`config.mk`:
```
export PLATFORM = sky130hd
export DESIGN_NAME = hazard_forward_unit
export DESIGN_NICKNAME = d
export VERILOG_FILES = /design/src/rtl/hazard_forward_unit.sv
export SDC_FILE = /design/constraint.sdc
export NUM_CORES = 1
export LEC_CHECK = 0
export BUFFER_PORTS_ARGS = -buffer_cell sky130_fd_sc_hd__buf_2
export CELL_PAD_IN_SITES_DETAIL_PLACEMENT = 2
export CELL_PAD_IN_SITES_GLOBAL_PLACEMENT = 2
export CORE_UTILIZATION = 32
export CTS_BUF_LIST = sky130_fd_sc_hd__clkbuf_2
export CTS_CLUSTER_DIAMETER = 120
export DETAILED_ROUTE_END_ITERATION = 8
export GPL_ROUTABILITY_DRIVEN = 0
export PLACE_DENSITY_LB_ADDON = 0.1
export SYNTH_ARGS = -nofsm -noshare
export SYNTH_HDL_FRONTEND = slang
export SYNTH_SLANG_ARGS = --single-unit
```
`constraint.sdc`:
```
create_clock -name clk -period 2.1 [get_ports clk]
set_clock_uncertainty 0.2 [all_clocks]
set_input_delay 0.21 -clock clk [delete_from_list [all_inputs] [get_ports clk]]
set_output_delay 0.21 -clock clk [all_outputs]
set_load 0.05 [all_outputs]
```
`src/rtl/hazard_forward_unit.sv`:
```
// rtl/hazard_forward_unit.sv - EX-stage operand forwarding and load-use stall detection
module hazard_forward_unit #(
    parameter int CNT_W = 16
) (
    input  logic             clk,
    input  logic             rst,
    input  logic             id_valid,
    input  logic [4:0]       id_rs1,
    input  logic [4:0]       id_rs2,
    input  logic [4:0]       id_rd,
    input  logic             id_regwrite,
    input  logic             id_memread,
    input  logic             hold,
    input  logic             flush,
    output logic [1:0]       forward_a,
    output logic [1:0]       forward_b,
    output logic             stall,
    output logic [CNT_W-1:0] stall_count
);

    // Producer-side view of an in-flight instruction.
    typedef struct packed {
        logic       valid;
        logic [4:0] rd;
        logic       regwrite;
        logic       memread;
    } stage_t;

    localparam logic [CNT_W-1:0] CNT_MAX = {CNT_W{1'b1}};

    stage_t           ex_q,  ex_d;
    stage_t           mem_q, mem_d;
    stage_t           wb_q,  wb_d;
    logic [4:0]       ex_rs1_q, ex_rs1_d;
    logic [4:0]       ex_rs2_q, ex_rs2_d;
    logic [CNT_W-1:0] stall_count_q, stall_count_d;

    logic mem_can_fwd;
    logic wb_can_fwd;
    logic ex_is_load;
    logic ex_bubble;

    // A stage can forward only if it really writes a register other than x0.
    always_comb begin
        mem_can_fwd = mem_q.valid & mem_q.regwrite & (mem_q.rd != 5'd0);
        wb_can_fwd  = wb_q.valid  & wb_q.regwrite  & (wb_q.rd  != 5'd0);
        ex_is_load  = ex_q.valid  & ex_q.memread   & (ex_q.rd  != 5'd0);
    end

    // Operand mux selects; MEM is checked first so the youngest producer wins.
    always_comb begin
        forward_a = 2'b00;
        forward_b = 2'b00;
        if (mem_can_fwd && (mem_q.rd == ex_rs1_q)) begin
            forward_a = 2'b10;
        end else if (wb_can_fwd && (wb_q.rd == ex_rs1_q)) begin
            forward_a = 2'b01;
        end
        if (mem_can_fwd && (mem_q.rd == ex_rs2_q)) begin
            forward_b = 2'b10;
        end else if (wb_can_fwd && (wb_q.rd == ex_rs2_q)) begin
            forward_b = 2'b01;
        end
    end

    // Load in EX whose result the ID instruction needs; a frozen pipe never stalls.
    always_comb begin
        stall = ex_is_load & id_valid
              & ((ex_q.rd == id_rs1) | (ex_q.rd == id_rs2))
              & ~hold;
    end

    // Advance the tracking pipe unless frozen; EX takes a bubble on stall, flush or empty ID.
    always_comb begin
        ex_d          = ex_q;
        mem_d         = mem_q;
        wb_d          = wb_q;
        ex_rs1_d      = ex_rs1_q;
        ex_rs2_d      = ex_rs2_q;
        stall_count_d = stall_count_q;
        ex_bubble     = stall | flush | ~id_valid;
        if (!hold) begin
            wb_d  = mem_q;
            mem_d = ex_q;
            if (ex_bubble) begin
                ex_d     = '0;
                ex_rs1_d = 5'd0;
                ex_rs2_d = 5'd0;
            end else begin
                ex_d.valid    = 1'b1;
                ex_d.rd       = id_rd;
                ex_d.regwrite = id_regwrite;
                ex_d.memread  = id_memread;
                ex_rs1_d      = id_rs1;
                ex_rs2_d      = id_rs2;
            end
            if (stall && (stall_count_q != CNT_MAX)) begin
                stall_count_d = stall_count_q + CNT_W'(1);
            end
        end
    end

    // State registers; reset wins over hold and flush.
    always_ff @(posedge clk) begin
        if (rst) begin
            ex_q          <= '0;
            mem_q         <= '0;
            wb_q          <= '0;
            ex_rs1_q      <= 5'd0;
            ex_rs2_q      <= 5'd0;
            stall_count_q <= '0;
        end else begin
            ex_q          <= ex_d;
            mem_q         <= mem_d;
            wb_q          <= wb_d;
            ex_rs1_q      <= ex_rs1_d;
            ex_rs2_q      <= ex_rs2_d;
            stall_count_q <= stall_count_d;
        end
    end

    assign stall_count = stall_count_q;

endmodule

```
==> impl_metrics.py, run 1 <==
metrics = {
    "outcome": {
        "outcome": "finished, violations left",
        "violations": "setup timing",
    },
    "yosys": {
        "synth-seq-area-share": 0.415,
        "synth_cell_types": 40,
        "synthesis.nets": 266,
        "yosys_warnings": 0,
        "syn_area_per_cell_um2": 9.53,
        "post_synth_inst_count": 243,
        "post_synth_instance_area_mm2": 0.00232,
        "synth_seq_cells": 48,
    },
    "power": {
        "p_leak_nw": 1.68,
        "worst_vdd_ir_mv": 0.290,
        "power.density_mw_per_mm2": 415,
    },
    "route": {
        "antenna_violating_nets_post_route": 0,
        "initialDrtViolationCount": 163,
        "routed_wirelength_mm": 13.4,
        "routed_via_density": 5.80,
        "wl_per_cell_um": 29.5,
        "dr_total_vias": 2633,
        "remaining_drc_errors": 0,
        "first_pass_iters": 4,
    },
    "placement": {
        "placement.setup.worst_slack_ns": -0.151,
        "dpl.cell_count": 397,
        "postPlaceCellArea_mm2": 0.00295,
        "port_buffers": 42,
        "place_hpwl_mm": 5.59,
    },
    "grt": {
        "first_global_vias": 2592,
        "grt_antenna_before_repair": 0,
        "globalRouteOverflowTotal": 0,
        "grt_use_total": 0.283,
        "grt_start_max_net_pins": 34,
        "wire_length_of_the_first_global_routing_pass_mm": 15.6,
    },
    "die": {
        "die_extent_in_y_um": 87.1,
        "die-width_um": 87.1,
        "die-area_mm2": 0.00758,
        "floorplan.io_pins": 43,
        "coreArea_mm2": 0.00691,
        "initial_utilization": 0.335,
        "rows": 30,
    },
    "clock_network": {
        "root_buffer": "sky130_fd_sc_hd__clkbuf_2",
        "worst_skew_pair.late_latency_ns": 0.53,
        "ctsHtreeMaxLevel": 2,
        "cts_tree": "done",
        "cts_made_buffers": 5,
        "cts.reportedPaths.clkPinSlew_ns": 0.39,
        "tritoncts_num_sinks": 48,
        "clock_tree.buffer_depth": 2,
    },
    "layout": {
        "fillers": 676,
        "finish.cell_count_without_fillers": 454,
        "finish.net_count": 380,
        "postLayoutCellArea_mm2": 0.00400,
        "fraction_of_layout_instances_using_a_drive_strength_above_1": 0.592,
        "inserted_diodes": 0,
        "flow.area_growth_from_synthesis_pct": 72.6,
    },
    "sta": {
        "report.final.setup_viol": 21,
        "worstMarginPinSlew_ns": 0.527,
        "tightest_slew_margin_relative_to_the_limit": 0.645,
        "unrepaired_setup_endpoints_after_global_routing": "yes",
        "timing.final.ws_setup_ns": -0.557,
        "min_period_ns": 2.66,
        "timing.final.hold_violations": 0,
        "period_share": 1.27,
        "max_clock_freq_ghz": 0.376,
        "timing_max_transition_violations_final": 0,
    },
    "critical_path": {
        "cp_slowest_cell": "sky130_fd_sc_hd__or4_4",
        "required_ns": 1.69,
        "end_kind": "output pin",
        "worst_ep_arrival_time_ns": 2.25,
        "cpPeakStageDelay_ns": 0.58,
        "critical_path.cell_chain": "xor2_1, or4_4, nor4_4, buf_6",
        "worstSetupPathType": "reg -> out",
        "critPathMaxFanout": 2,
        "startpoint_type": "flop",
    },
    "job": {
        "drv.max_cap_violation_count": 0,
    },
    "hold_path": {
        "min-delay-path-class": "in -> reg",
    },
}
-- routing by layer --
| layer | part of all wire | vias to the layer above | track usage | wire, um |
|---|---|---|---|---|
| met5 | 0 | - | 0 | 0 |
| met3 | 0.039 | 24 | 0.0398 | 520 |
| met1 | 0.43 | 1373 | 0.381 | 5800 |
| met4 | 0.019 | 0 | 0.0727 | 251 |
| li1 | - | 1143 | - | - |
| met2 | 0.51 | 93 | 0.473 | 6840 |
-- logic make-up after synthesis --
| group | share of synthesized area |
|---|---|
| adders and majority gates | 0.00540 |
| muxes | 0.0702 |
| AOI/OAI and AO/OA | 0.164 |
| buffers and inverters | 0.0324 |
| xor gates and xnor gates | 0.113 |
| and+or+nand+nor | 0.199 |
| DFF | 0.415 |
-- sequential cells by signal, indices dropped and copies added (netlist names) --
signal / count
mem_q: 7
wb_q: 7
ex_q: 8
stall_count: 16
ex_rs1_q: 5
ex_rs2_q: 5
-- final cells by class --
cell class / count / area, um2 / area share
multi-input combinational: 180 / 1770 / 0.442
sequential: 48 / 1040 / 0.260
timing repair buffer: 120 / 1010 / 0.253
tap: 96 / 120 / 0.0300
clock inverter: 3 / 26.3 / 0.00657
clock buffer: 5 / 25.0 / 0.00626
inverter: 2 / 7.51 / 0.00188
-- repair_timing --
action	4_1_cts	5_1_grt
endpoints found under the setup margin	33	26
buffers inserted	11	19
hold buffers	17	0
hold endpoints to repair	17	0
gates resized for setup	59	62
gates cloned	2	1
pin swaps	22	23
-- cell usage in the layout, fill, tap and decap left out, drive strengths merged, types with 2 or more instances in the layout --
master and n:
mux2i 14, nand2 9, o21ai 3, o31ai 9, inv 4, or4 16
xnor2 16, clkbuf 6, nor4 6, nor2 19, mux2 2, dfxtp 48
xor2 14, a21oi 16, nor3 2, buf 102, nand3 10, or4b 2
nand4 6, a22o 17, o211ai 2, or3 3, dlygate4sd3 17, nor2b 3
-- power breakdown --
group	internal [W]	total (W)	switching (W)	leakage, nW
sequential	0.000908	0.000925	0.0000166	0.409
combinational	0.000119	0.000250	0.000131	1.24
clock	0.0000950	0.000484	0.000389	0.0339
total	0.00112	0.00166	0.000537	1.68
-- stage by stage --
| stage | TNS [ns] | total power (W) | hold slack (ns) | utilization |
|---|---|---|---|---|
| CTS | -1.68 | 0.00158 | 0.0116 | 0.514 |
| detailed placement | -2.52 | 0.00108 | 0.236 | 0.427 |
| floorplan | -0.540 | 0.00102 | 0.143 | - |
| global route | -5.41 | 0.00171 | 0.0610 | 0.579 |
| global placement | -1.07 | 0.00108 | 0.225 | 0.427 |
| finish | -5.01 | 0.00166 | 0.0677 | 0.579 |
-- critical path: cells and delay by family, from the launching register on --
family,cells,cell delay [ns]
XOR/XNOR,1,0.17
buffers and inverters,1,0.20
flip-flops,1,0.43
AND/OR/NAND/NOR,2,0.91
-- cells in the mapped netlist --
| master | instances | area, um2 |
|---|---|---|
| sky130_fd_sc_hd__o211ai_1 | 2 | 15.0 |
| sky130_fd_sc_hd__and4_1 | 1 | 8.76 |
| sky130_fd_sc_hd__buf_4 | 2 | 15.0 |
| sky130_fd_sc_hd__xor2_1 | 14 | 123 |
| sky130_fd_sc_hd__nand4_1 | 6 | 37.5 |
| sky130_fd_sc_hd__a2111oi_2 | 1 | 15.0 |
| sky130_fd_sc_hd__o41ai_1 | 1 | 8.76 |
| sky130_fd_sc_hd__buf_6 | 1 | 11.3 |
| sky130_fd_sc_hd__a21o_1 | 1 | 7.51 |
| sky130_fd_sc_hd__nor2b_1 | 3 | 18.8 |
| sky130_fd_sc_hd__a21oi_2 | 2 | 17.5 |
| sky130_fd_sc_hd__or4_1 | 16 | 120 |
| sky130_fd_sc_hd__nor2_1 | 19 | 71.3 |
| sky130_fd_sc_hd__xnor2_1 | 16 | 140 |
| sky130_fd_sc_hd__clkbuf_1 | 4 | 15.0 |
| sky130_fd_sc_hd__mux2i_1 | 14 | 140 |
| sky130_fd_sc_hd__o21ai_0 | 3 | 15.0 |
| sky130_fd_sc_hd__nor4b_1 | 1 | 8.76 |
| sky130_fd_sc_hd__mux2_2 | 2 | 22.5 |
| sky130_fd_sc_hd__o22ai_1 | 1 | 6.26 |
| sky130_fd_sc_hd__or4b_1 | 1 | 10.0 |
| sky130_fd_sc_hd__nor3_1 | 2 | 10.0 |
| sky130_fd_sc_hd__nand3_1 | 10 | 50.1 |
| sky130_fd_sc_hd__buf_1 | 3 | 11.3 |
| sky130_fd_sc_hd__ha_1 | 1 | 12.5 |
| sky130_fd_sc_hd__or4b_2 | 1 | 10.0 |
| sky130_fd_sc_hd__a21oi_1 | 14 | 70.1 |
| sky130_fd_sc_hd__or2_1 | 1 | 6.26 |
| sky130_fd_sc_hd__buf_2 | 3 | 15.0 |
| sky130_fd_sc_hd__o22a_1 | 1 | 8.76 |
| sky130_fd_sc_hd__nand2_1 | 7 | 26.3 |
| sky130_fd_sc_hd__o31ai_1 | 9 | 67.6 |
| sky130_fd_sc_hd__nand4b_1 | 1 | 8.76 |
| sky130_fd_sc_hd__inv_1 | 2 | 7.51 |
| sky130_fd_sc_hd__dfxtp_1 | 48 | 961 |
| sky130_fd_sc_hd__and2_1 | 1 | 6.26 |
| sky130_fd_sc_hd__a22o_1 | 17 | 149 |
| sky130_fd_sc_hd__nor4_1 | 6 | 37.5 |
| sky130_fd_sc_hd__nand2_2 | 2 | 12.5 |
| sky130_fd_sc_hd__or3_1 | 3 | 18.8 |
-- path summary, 6_finish.rpt --
path | start | end | slack, ns | cells after the start
hold reg to reg | stall_count[14] | stall_count[14] | 0.34 | 2
hold / removal | rst | mem_q[3] | 0.07 | 3
setup / recovery | ex_rs1_q[4] | forward_a[0] | -0.56 | 4
setup reg to reg | ex_q[4] | stall_count[11] | -0.39 | 8
Note: power is estimated with default switching activity, not from simulation.
==> run 2, diff against run 1 <==
--- a/config.mk
+++ b/config.mk
@@ -15,4 +15,5 @@
 export GPL_ROUTABILITY_DRIVEN = 0
 export PLACE_DENSITY_LB_ADDON = 0.1
+export RECOVER_POWER = 100
 export SYNTH_ARGS = -nofsm -noshare
 export SYNTH_HDL_FRONTEND = slang
==> constraint.sdc (replaced) <==
create_clock -name clk -period 2.1 [get_ports clk]
set_clock_uncertainty 0.2 [all_clocks]
set_input_delay 0.21 -clock clk [delete_from_list [all_inputs] [get_ports clk]]
set_output_delay 0.21 -clock clk [all_outputs]
set_load 0.005 [all_outputs]
==> run 2 against run 1 <==
Effect of this change: the flow still finishes with violations (setup timing); power increased by 2.4%; flip-flop and latch count is the same; maximum frequency is 2.1% higher; global-route usage is 4.5 points lower; hold slack is essentially flat; critical path type unchanged; largest cell class unchanged.
==> impl_metrics.py, run 2 (synthesis results as in run 1) <==
metrics = {
    "grt": {
        "grt_use_total": 0.238,
        "globalRouteOverflowTotal": 0,
        "grt_start_max_net_pins": 34,
        "grt_antenna_before_repair": 0,
        "wire_length_of_the_first_global_routing_pass_mm": 13.3,
        "first_global_vias": 2484,
    },
    "critical_path": {
        "worst_ep_arrival_time_ns": 2.19,
        "crit-reg2reg-launch": "ex_q[5]",
        "worstSetupPathType": "reg -> out",
        "startpoint_type": "flop",
        "r2r-end": "stall_count[4]",
        "rr_worst_depth": 7,
        "end_kind": "output pin",
        "critPathMaxFanout": 2,
        "required_ns": 1.69,
        "setup.reg_to_reg.worst_slack_ns": -0.14,
    },
    "route": {
        "remaining_drc_errors": 0,
        "initialDrtViolationCount": 134,
        "routed_wirelength_mm": 11.3,
        "routed_via_density": 5.60,
        "wl_per_cell_um": 25.3,
        "first_pass_iters": 4,
        "antenna_violating_nets_post_route": 0,
        "dr_total_vias": 2499,
    },
    "power": {
        "p_leak_nw": 1.59,
        "worst_vdd_ir_mv": 0.508,
        "power.density_mw_per_mm2": 463,
    },
    "placement": {
        "port_buffers": 42,
        "place_hpwl_mm": 5.11,
        "placement.setup.worst_slack_ns": -0.155,
        "postPlaceCellArea_mm2": 0.00286,
    },
    "hold_path": {
        "hold_path_end": "ex_q[7]",
        "worst_min_delay_path_startpoint": "rst",
        "hold_depth": 4,
        "min-delay-path-class": "in -> reg",
    },
    "layout": {
        "finish.net_count": 372,
        "layout.cells.most_common_list": "41 x sky130_fd_sc_hd__buf_2, 41 x sky130_fd_sc_hd__buf_4, 25 x sky130_fd_sc_hd__dfxtp_1",
        "postLayoutCellArea_mm2": 0.00367,
        "fraction_of_layout_instances_using_a_drive_strength_above_1": 0.509,
        "flow.area_growth_from_synthesis_pct": 58.5,
        "fillers": 723,
        "max_reg_flops": 16,
        "inserted_diodes": 0,
        "finalCoreUtilization": 0.531,
    },
    "die": {
        "initial_utilization": 0.335,
        "floorplan.io_pins": 43,
        "die_extent_in_y_um": 87.1,
        "rows": 30,
        "coreArea_mm2": 0.00691,
        "die-area_mm2": 0.00758,
        "die-width_um": 87.1,
    },
    "clock_network": {
        "cts_tree": "done",
        "ctsHtreeMaxLevel": 2,
        "worst_skew_pair.late_latency_ns": 0.47,
        "tritoncts_num_sinks": 48,
        "clock_tree.buffer_depth": 2,
        "cts.reportedPaths.clkPinSlew_ns": 0.26,
        "root_buffer": "sky130_fd_sc_hd__clkbuf_2",
        "cts_made_buffers": 5,
    },
    "sta": {
        "totalNegativeSetupSlack_ns": -3.01,
        "timing_max_transition_violations_final": 0,
        "hold_ws_ns": 0.0675,
        "report.final.setup_viol": 20,
        "unrepaired_setup_endpoints_after_global_routing": "yes",
        "min_period_ns": 2.60,
        "worstMarginPinSlew_ns": 0.520,
        "max_clock_freq_ghz": 0.384,
        "timing.final.ws_setup_ns": -0.501,
        "period_share": 1.24,
        "timing.final.hold_violations": 0,
        "tightest_slew_margin_relative_to_the_limit": 0.653,
    },
    "outcome": {
        "violations": "setup timing",
        "outcome": "finished, violations left",
    },
    "job": {
        "drv.max_cap_violation_count": 0,
    },
}
-- run 2: cell types whose count changed in the layout (fill, tap and decap cells not counted), sizes merged --
cell / before / now
clkbuf: 6 / 8
inv: 4 / 2
bufinv: 0 / 1
buf: 102 / 93
-- run 2: cell type report --
type                    instances  area (um2)  area share
well taps                      96         120      0.0327
repair buffers                112         878       0.239
inverters                       2        7.51     0.00205
clock inverters                 2        35.0     0.00955
clock buffers                   6        30.0     0.00818
flip-flops and latches         48        1010       0.275
multi-input cells             180        1590       0.433
-- run 2: through the flow --
step,total power (W),instances
2_1_floorplan,0.00103,243
3_3_place_gp,0.00108,402
3_5_place_dp,0.00109,402
4_1_cts,0.00165,434
5_1_grt,0.00174,446
6_report,0.00170,446
-- run 2: how the worst max path moves through the flow --
stage	slack (ns)	cells past startpoint	to	start
final	-0.50	6	forward_a[0]	mem_q[4]
after CTS	-0.36	5	forward_b[0]	wb_q[3]
after global routing	-0.55	6	forward_a[0]	mem_q[4]
after detailed placement	-0.15	6	stall_count[8]	ex_q[4]
after floorplan	0.02	7	stall_count[12]	stall_count[0]
after global placement	-0.12	6	stall_count[8]	ex_q[4]
-- run 2: routing by layer --
metal | track usage | wire, um
met1 | 0.300 | 4570
met2 | 0.431 | 5950
met3 | 0.0284 | 393
met4 | 0.0545 | 351
met5 | 0 | 0
-- run 2: critical path, stage by stage (launching register included) --
cell and delay [ns]:
sky130_fd_sc_hd__dfxtp_2 0.39, sky130_fd_sc_hd__or4_1 0.57, sky130_fd_sc_hd__o211ai_1 0.25, sky130_fd_sc_hd__buf_4 0.18, sky130_fd_sc_hd__nor4_2 0.05, sky130_fd_sc_hd__nor4_1 0.15, sky130_fd_sc_hd__buf_2 0.15
-- run 2: power by group --
part | switching (W) | internal, W | total, W
Sequential | 0.0000194 | 0.000917 | 0.000936
Combinational | 0.000109 | 0.000108 | 0.000217
Clock | 0.000342 | 0.000204 | 0.000547
-- run 2: timing repair --
item | CTS | global route
setup endpoints to repair | 35 | 38
setup buffers | 7 | 11
gates cloned | 1 | 1
pin swaps | 13 | 35
hold buffers | 17 | 0
gates resized for setup | 38 | 64
endpoints found under the hold margin | 17 | 0
